<file path="config.mk">
export PLATFORM = sky130hd
export DESIGN_NAME = parking_request_sequencer
export DESIGN_NICKNAME = d
export VERILOG_FILES = /design/src/rtl/parking_request_sequencer.sv
export SDC_FILE = /design/constraint.sdc
export NUM_CORES = 1
export LEC_CHECK = 0
export CORE_MARGIN = 2
export CORE_UTILIZATION = 40
export DETAILED_ROUTE_END_ITERATION = 12
export GPL_TIMING_DRIVEN = 1
export MAX_ROUTING_LAYER = met4
export PLACE_DENSITY = 0.67
export SLEW_MARGIN = 40
export SYNTH_ARGS = -nofsm -noshare
export SYNTH_HDL_FRONTEND = slang
export SYNTH_SLANG_ARGS = --single-unit
</file>
<file path="constraint.sdc">
create_clock -name clk -period 1.6 [get_ports clk]
set_input_delay 0.32 -clock clk [delete_from_list [all_inputs] [get_ports clk]]
set_output_delay 0.32 -clock clk [all_outputs]
set_load 0.03 [all_outputs]
</file>
<file path="src/rtl/parking_request_sequencer.sv">
// Parking request sequencer: synchronizes and debounces the gate buttons, holds
// one pending request per direction, validates against the controller's
// capacity/occupancy, and issues single-cycle requests with a door handshake.
module parking_request_sequencer #(
  parameter int unsigned DEBOUNCE_CYCLES = 4,
  parameter int unsigned DOOR_TIMEOUT    = 8
) (
  input  logic       clk,
  input  logic       reset,
  input  logic       entry_btn,
  input  logic       exit_btn,
  input  logic [1:0] exit_slot_sw,
  input  logic       is_open,
  input  logic [2:0] capacity,
  input  logic [3:0] spots,
  output logic       entry_signal,
  output logic       exit_signal,
  output logic [1:0] exit_slot,
  output logic       busy,
  output logic       reject,
  output logic [1:0] pending
);

  localparam int unsigned DB_W   = 4;
  localparam int unsigned TO_W   = 8;
  localparam int unsigned SLOT_W = 2;

  typedef enum logic [1:0] {IDLE, ISSUE, WAIT_OPEN, WAIT_CLOSE} state_t;

  state_t              state, state_n;
  logic                entry_s1, entry_s2, exit_s1, exit_s2;
  logic [SLOT_W-1:0]   slot_s1, slot_s2, slot_q, slot_q_n;
  logic                entry_deb, entry_deb_n, exit_deb, exit_deb_n;
  logic [DB_W-1:0]     entry_cnt, entry_cnt_n, exit_cnt, exit_cnt_n;
  logic                entry_rise, exit_rise;
  logic                entry_pend, entry_pend_n, exit_pend, exit_pend_n;
  logic                clr_entry, clr_exit;
  logic [TO_W-1:0]     tcnt, tcnt_n;
  logic                entry_sig_n, exit_sig_n, reject_n;
  logic [SLOT_W-1:0]   exit_slot_n;

  // Debounce: a level change is accepted after DEBOUNCE_CYCLES consecutive differing samples
  always_comb begin
    entry_deb_n = entry_deb;
    entry_cnt_n = '0;
    exit_deb_n  = exit_deb;
    exit_cnt_n  = '0;
    if (entry_s2 != entry_deb) begin
      if (entry_cnt == DB_W'(DEBOUNCE_CYCLES - 1)) entry_deb_n = ~entry_deb;
      else                                          entry_cnt_n = entry_cnt + DB_W'(1);
    end
    if (exit_s2 != exit_deb) begin
      if (exit_cnt == DB_W'(DEBOUNCE_CYCLES - 1)) exit_deb_n = ~exit_deb;
      else                                         exit_cnt_n = exit_cnt + DB_W'(1);
    end
    entry_rise = ~entry_deb & entry_deb_n;
    exit_rise  = ~exit_deb & exit_deb_n;
  end

  // Next-state, validation and output decode for the request sequencer
  always_comb begin
    state_n     = state;
    tcnt_n      = tcnt;
    entry_sig_n = 1'b0;
    exit_sig_n  = 1'b0;
    exit_slot_n = '0;
    reject_n    = 1'b0;
    clr_entry   = 1'b0;
    clr_exit    = 1'b0;
    unique case (state)
      IDLE: begin
        if (exit_pend) begin
          clr_exit = 1'b1;
          if (spots[slot_q]) begin
            state_n     = ISSUE;
            exit_sig_n  = 1'b1;
            exit_slot_n = slot_q;
          end else begin
            reject_n = 1'b1;
          end
        end else if (entry_pend) begin
          clr_entry = 1'b1;
          if (capacity == 3'd0) begin
            reject_n = 1'b1;
          end else begin
            state_n     = ISSUE;
            entry_sig_n = 1'b1;
          end
        end
      end
      ISSUE: begin
        state_n = WAIT_OPEN;
        tcnt_n  = '0;
      end
      WAIT_OPEN: begin
        if (is_open) begin
          state_n = WAIT_CLOSE;
        end else if (tcnt == TO_W'(DOOR_TIMEOUT - 1)) begin
          state_n  = IDLE;
          reject_n = 1'b1;
        end else begin
          tcnt_n = tcnt + TO_W'(1);
        end
      end
      WAIT_CLOSE: begin
        if (!is_open) state_n = IDLE;
      end
      default: state_n = IDLE;
    endcase
  end

  // Pending flags: one deep; a new press is taken only when the flag is (being) free
  always_comb begin
    entry_pend_n = entry_pend & ~clr_entry;
    exit_pend_n  = exit_pend & ~clr_exit;
    slot_q_n     = slot_q;
    if (entry_rise && !entry_pend_n) entry_pend_n = 1'b1;
    if (exit_rise && !exit_pend_n) begin
      exit_pend_n = 1'b1;
      slot_q_n    = slot_s2;
    end
  end

  // State and datapath registers with synchronous active-low reset
  always_ff @(posedge clk) begin
    if (!reset) begin
      state        <= IDLE;
      entry_s1     <= 1'b0;
      entry_s2     <= 1'b0;
      exit_s1      <= 1'b0;
      exit_s2      <= 1'b0;
      slot_s1      <= '0;
      slot_s2      <= '0;
      slot_q       <= '0;
      entry_deb    <= 1'b0;
      exit_deb     <= 1'b0;
      entry_cnt    <= '0;
      exit_cnt     <= '0;
      entry_pend   <= 1'b0;
      exit_pend    <= 1'b0;
      tcnt         <= '0;
      entry_signal <= 1'b0;
      exit_signal  <= 1'b0;
      exit_slot    <= '0;
      reject       <= 1'b0;
      busy         <= 1'b0;
    end else begin
      state        <= state_n;
      entry_s1     <= entry_btn;
      entry_s2     <= entry_s1;
      exit_s1      <= exit_btn;
      exit_s2      <= exit_s1;
      slot_s1      <= exit_slot_sw;
      slot_s2      <= slot_s1;
      slot_q       <= slot_q_n;
      entry_deb    <= entry_deb_n;
      exit_deb     <= exit_deb_n;
      entry_cnt    <= entry_cnt_n;
      exit_cnt     <= exit_cnt_n;
      entry_pend   <= entry_pend_n;
      exit_pend    <= exit_pend_n;
      tcnt         <= tcnt_n;
      entry_signal <= entry_sig_n;
      exit_signal  <= exit_sig_n;
      exit_slot    <= exit_slot_n;
      reject       <= reject_n;
      busy         <= (state_n != IDLE);
    end
  end

  assign pending = {exit_pend, entry_pend};

endmodule
</file>
======== Word level (Yosys, flattened, before mapping) ========
Index checks and enable logic that the tools add are counted.
storage, ports and cells
  latch bits .............................. 0
  memories ................................ 0
  bits in writable memories ............... 0
  input port bits ......................... 14
  output and inout bits ................... 8
  memory bits (read-only) ................. 0
  bits in registers ....................... 38
cells by class
  $add $sub $neg .......................... 3
  eq/ne operators ......................... 10
  mux-type cells .......................... 33
  shift operators ......................... 0
  div/mod/pow operators ................... 0
  order comparisons ....................... 1
  bitwise logic cells ..................... 13
  reductions and logical operators ........ 14
  multipliers ............................. 0
operators with widths
  operator                                                                      count
  1-bit 2-to-1 mux                                                              20
  8-bit 2-to-1 mux                                                              2
  8-bit one-hot mux with 2 select lines                                         1
  2-bit 2-to-1 mux                                                              7
  1-bit inverter                                                                9
  4-bit by 1-bit adder with 4-bit output, second input constant                 2
  8-bit by 1-bit adder with 8-bit output, second input constant                 1
  4-bit by 2-bit equality test with 1-bit output, second input constant         2
  8-bit by 3-bit equality test with 1-bit output, second input constant         1
  2-bit one-hot mux with 4 select lines                                         1
  3-bit AND reduction                                                           2
  3-bit OR reduction                                                            2
  1-bit AND                                                                     4
  2-bit equality test, second input constant                                    2
  2-bit inequality test, second input constant                                  2
  4-bit AND reduction                                                           1
  2-bit nonzero test                                                            2
  4-bit OR reduction                                                            1
  3-bit zero test                                                               1
  2-bit by 3-bit less-than comparator with 1-bit output, second input constant  1
  1-bit binary-select mux with 2-bit select                                     1
  2-bit by 1-bit equality test with 1-bit output, second input constant         1
  1-bit logical AND                                                             2
  1-bit zero test                                                               2
  3 further kinds                                                               4

======== Logic depth before layout (Yosys ltp) ========
  word-level depth ........................ 8
  mapped depth ............................ 6
  mapped depth without buffers ............ 5

======== Worst setup path before layout ========
No wires, ideal clock.
  kind .................................... register -> register
  start ................................... register state[1]
  end ..................................... register tcnt[2]
  data required time ...................... 1.484 ns
  arrival ................................. 1.373 ns
  buffers on the path ..................... 2
  stages on the path, launching flop included .. 7
  setup slack ............................. 0.111 ns
  library setup time ...................... 0.116 ns
  cell sequence ........................... dfxtp_1 > buf_4 > or3b_1 > buf_6 > a21oi_2 > a21oi_1 > a31o_2
between the ends
  cells in the longest elaborated chain, start to end .. 3
ends and longest elaborated chain
  what                                                                                          line  source
  start, declared                                                                               30    state_t state, state_n;
  start signal, assigned                                                                        148   state <= state_n;
  2-bit equality test / 2-bit by 1-bit equality test with 1-bit output (equally long branches)  70    unique case (state)
  2-bit inequality test (no line) / 2-bit nonzero test (equally long branches)                  -
  3-bit AND reduction (no line)                                                                 -
  end signal, assigned                                                                          162   tcnt <= tcnt_n;
  end, declared                                                                                 38    logic [TO_W-1:0] tcnt, tcnt_n;
Several ways; a longest one is shown, not always the timed one.
A chain may end at the register's enable or synchronous reset.

======== Worst setup path after layout ========
  start ................................... input port is_open
  end ..................................... register tcnt[2]
between the ends
  cells in the longest elaborated chain, start to end .. 2
ends and longest elaborated chain
  what                             line  source
  start, declared                  13    input logic is_open,
  2-bit inequality test (no line)  -
  3-bit AND reduction (no line)    -
No other way between the ends.

==> results.json <==
{
  "critical_path_class": "in -> reg",
  "die_area_um2": 4330,
  "drv_cap": 0,
  "num_rows": 22,
  "fin_nets": 204,
  "cp_top_family": "compound AO/OA/AOI/OAI gates",
  "hold_slack_ns": 0.438,
  "cts_buffer_depth": 2,
  "wl_per_cell_um": 11.3,
  "dpl.hpwl_um": 2000,
  "cts_buffers": 5,
  "netlist_instances": 155,
  "crit_fanout": 7,
  "setup_violations": 0,
  "maxSlewViolCount": 0,
  "maxSlewHeadroom": 0.782,
  "via_count": 1122,
  "portBuffers": 21,
  "grt_pass1_wl_um": 4660,
  "grt_start_max_net_pins": 13,
  "hold_buffers": 0,
  "end_kind": "flip-flop",
  "path_buf_inv": 1,
  "required_ns": 1.77,
  "worst_slew_pin_slew_ns": 0.326,
  "drt_iter0_drc": 47,
  "cp-start-kind": "input pin",
  "die_y_um": 65.8,
  "finalWorstSetupSlack_ns": 0.0665,
  "clk_latency_ns": 0.28,
  "crit_chain": "clkdlybuf4s50_1 -> or3b_4 -> a21oi_4 -> a21oi_1 -> a31o_2",
  "fp.coreArea_um2": 3660,
  "hold_path.class": "reg -> reg",
  "htreeDepth": 2,
  "antenna_found_initial": 0,
  "grt_overflow_total": 0,
  "gp_congestion": 0.820,
  "post_synth.cell_area_avg_um2": 9.85,
  "status": "completed",
  "slowest_stage": "or3b_4",
  "yosys_warnings": 0,
  "drive_gt1_frac": 0.138,
  "cts_tree": "done",
  "grt_pass1_vias": 1094,
  "finalHoldViolations": 0,
  "leakage_nw": 0.850,
  "antenna_cells": 0,
  "yosysUniqueCellTypes": 34,
  "period_needed_ns": 1.53,
  "arrival_ns": 1.70,
  "ys_seq_elements": 38,
  "io_pins": 22,
  "area_delta_synth_final_pct": 27.4,
  "period_share": 0.958,
  "final_core_util": 0.531,
  "syn_area_um2": 1530,
  "drc": 0,
  "path_clk_slew_ns": 0.07,
  "cts-root-buf": "clkbuf_8",
  "ant_nets": 0,
  "clock.fmax_mhz": 652,
  "post-cts-setup-buffer-count": 0,
  "seq_area_frac_synth": 0.498,
  "drt-pass1-iter-count": 3,
  "die_w_um": 65.8,
  "clock-sinks": 38,
  "syn-num-nets": 172,
  "track_usage": 0.148,
  "final_common_cell": "dfxtp_1",
  "ir_worst_vdd_mv": 0.551,
  "start_util": 0.417,
  "rsz0062_at_grt": "false",
  "clock_skew_ns": 0.00631,
  "slowest_delay_ns": 0.45,
  "routed_wl_um": 2670,
  "layout_common_cells": "dfxtp_1 (38), nor2_1 (18), clkdlybuf4s50_1 (13)",
  "pre_cts_slack_ns": -0.375,
  "powerDensity_nw_per_um2": 867,
  "routed_via_density": 4.75
}
## per-layer routing
metal / GRT usage / share of wire / up-vias
li1: - / - / 588
met1: 0.171 / 0.45 / 508
met2: 0.230 / 0.48 / 24
met3: 0.0596 / 0.060 / 2
met4: 0.0547 / 0.010 / 0
met5: - / 0 / -
## what timing repair did
| action | in CTS | in global routing |
|---|---|---|
| setup endpoints to repair | 4 | 6 |
| resized for setup | 4 | 6 |
| pin swaps | 0 | 0 |
## area by class of cell
type                    instances  area, um2
multi-input cells             108        723
clock buffers                   7       86.3
repair buffers                 31        298
well taps                      48       60.1
flip-flops and latches         38        761
fillers                       326       1720
clock inverters                 1       5.00
inverters                       3       11.3
## kinds of logic (layout without fill, tap and decap cells)
logic type	count (synthesis)	in the layout	share of synthesized area
AND/OR/NAND/NOR	69	69	0.239
flip-flops	38	38	0.498
AO/OA/AOI/OAI	21	21	0.106
XOR/XNOR	10	10	0.0574
buffers and inverters	9	42	0.0344
multiplexers	5	5	0.0410
adder cells (fa/ha/maj)	3	3	0.0246
## cell usage after synthesis
library cell | count | area (um2)
nand2b_1 | 2 | 12.5
a211oi_2 | 4 | 50.1
or3b_1 | 1 | 8.76
a21boi_0 | 4 | 30.0
xnor2_1 | 6 | 52.6
nand2_1 | 11 | 41.3
or3_1 | 1 | 6.26
and4bb_2 | 1 | 12.5
a31o_2 | 1 | 8.76
mux4_2 | 1 | 22.5
o31ai_1 | 1 | 7.51
o21ai_0 | 5 | 25.0
nor4bb_1 | 1 | 10.0
buf_6 | 1 | 11.3
a21oi_2 | 1 | 8.76
mux2i_1 | 4 | 40.0
nor3_1 | 2 | 10.0
inv_1 | 3 | 11.3
a21o_1 | 1 | 7.51
nand4_1 | 1 | 6.26
a21oi_1 | 3 | 15.0
nor2b_1 | 5 | 31.3
nand3_1 | 10 | 50.1
dfxtp_1 | 38 | 761
nand3b_1 | 2 | 15.0
nand4b_1 | 1 | 8.76
nor2_1 | 18 | 67.6
clkbuf_1 | 2 | 7.51
buf_4 | 3 | 22.5
nor3b_1 | 2 | 15.0
a221oi_1 | 1 | 8.76
and2_1 | 11 | 68.8
xor2_1 | 4 | 35.0
ha_1 | 3 | 37.5
## power breakdown
group	internal, mW	switching (mW)	total, mW
clock	0.347	0.307	0.654
sequential	0.956	0.00421	0.961
combinational	0.0479	0.0236	0.0714
total	1.35	0.335	1.69
## through the flow
stage	area, um2	cells	total power, mW	setup TNS [ns]
floorplan	1530	155	1.01	0
global placement	1830	228	1.05	-1.94
detailed placement	1830	228	1.05	-2.49
CTS	1930	236	1.71	0
global route	1940	236	1.77	0
finish	1940	236	1.69	0
## path summary, 6_finish.rpt
check                        startpoint                    end  slack (ns)  cells after the start
setup / recovery                is_open   tcnt[2]$_SDFFE_PN0P_        0.07                      5
hold / removal    slot_s1[1]$_SDFF_PN0_  slot_s2[1]$_SDFF_PN0_        0.44                      1
setup reg to reg   tcnt[0]$_SDFFE_PN0P_   tcnt[2]$_SDFFE_PN0P_        0.12                      5
hold reg to reg   slot_s1[1]$_SDFF_PN0_  slot_s2[1]$_SDFF_PN0_        0.44                      1
## flip-flops by register name, indices dropped and copies added (netlist names), 2 cells and up
register,count
tcnt,8
entry_cnt,4
exit_cnt,4
exit_slot,2
slot_q,2
slot_s1,2
slot_s2,2
state,2
## worst reg2reg max path, delay by kind of cell (launching register included)
kind | cells | cell delay, ns
AOI/OAI and AO/OA | 3 | 0.54
DFF | 1 | 0.34
and+or+nand+nor | 1 | 0.27
adders and majority gates | 1 | 0.21
Power figures use the tool's default switching activity.
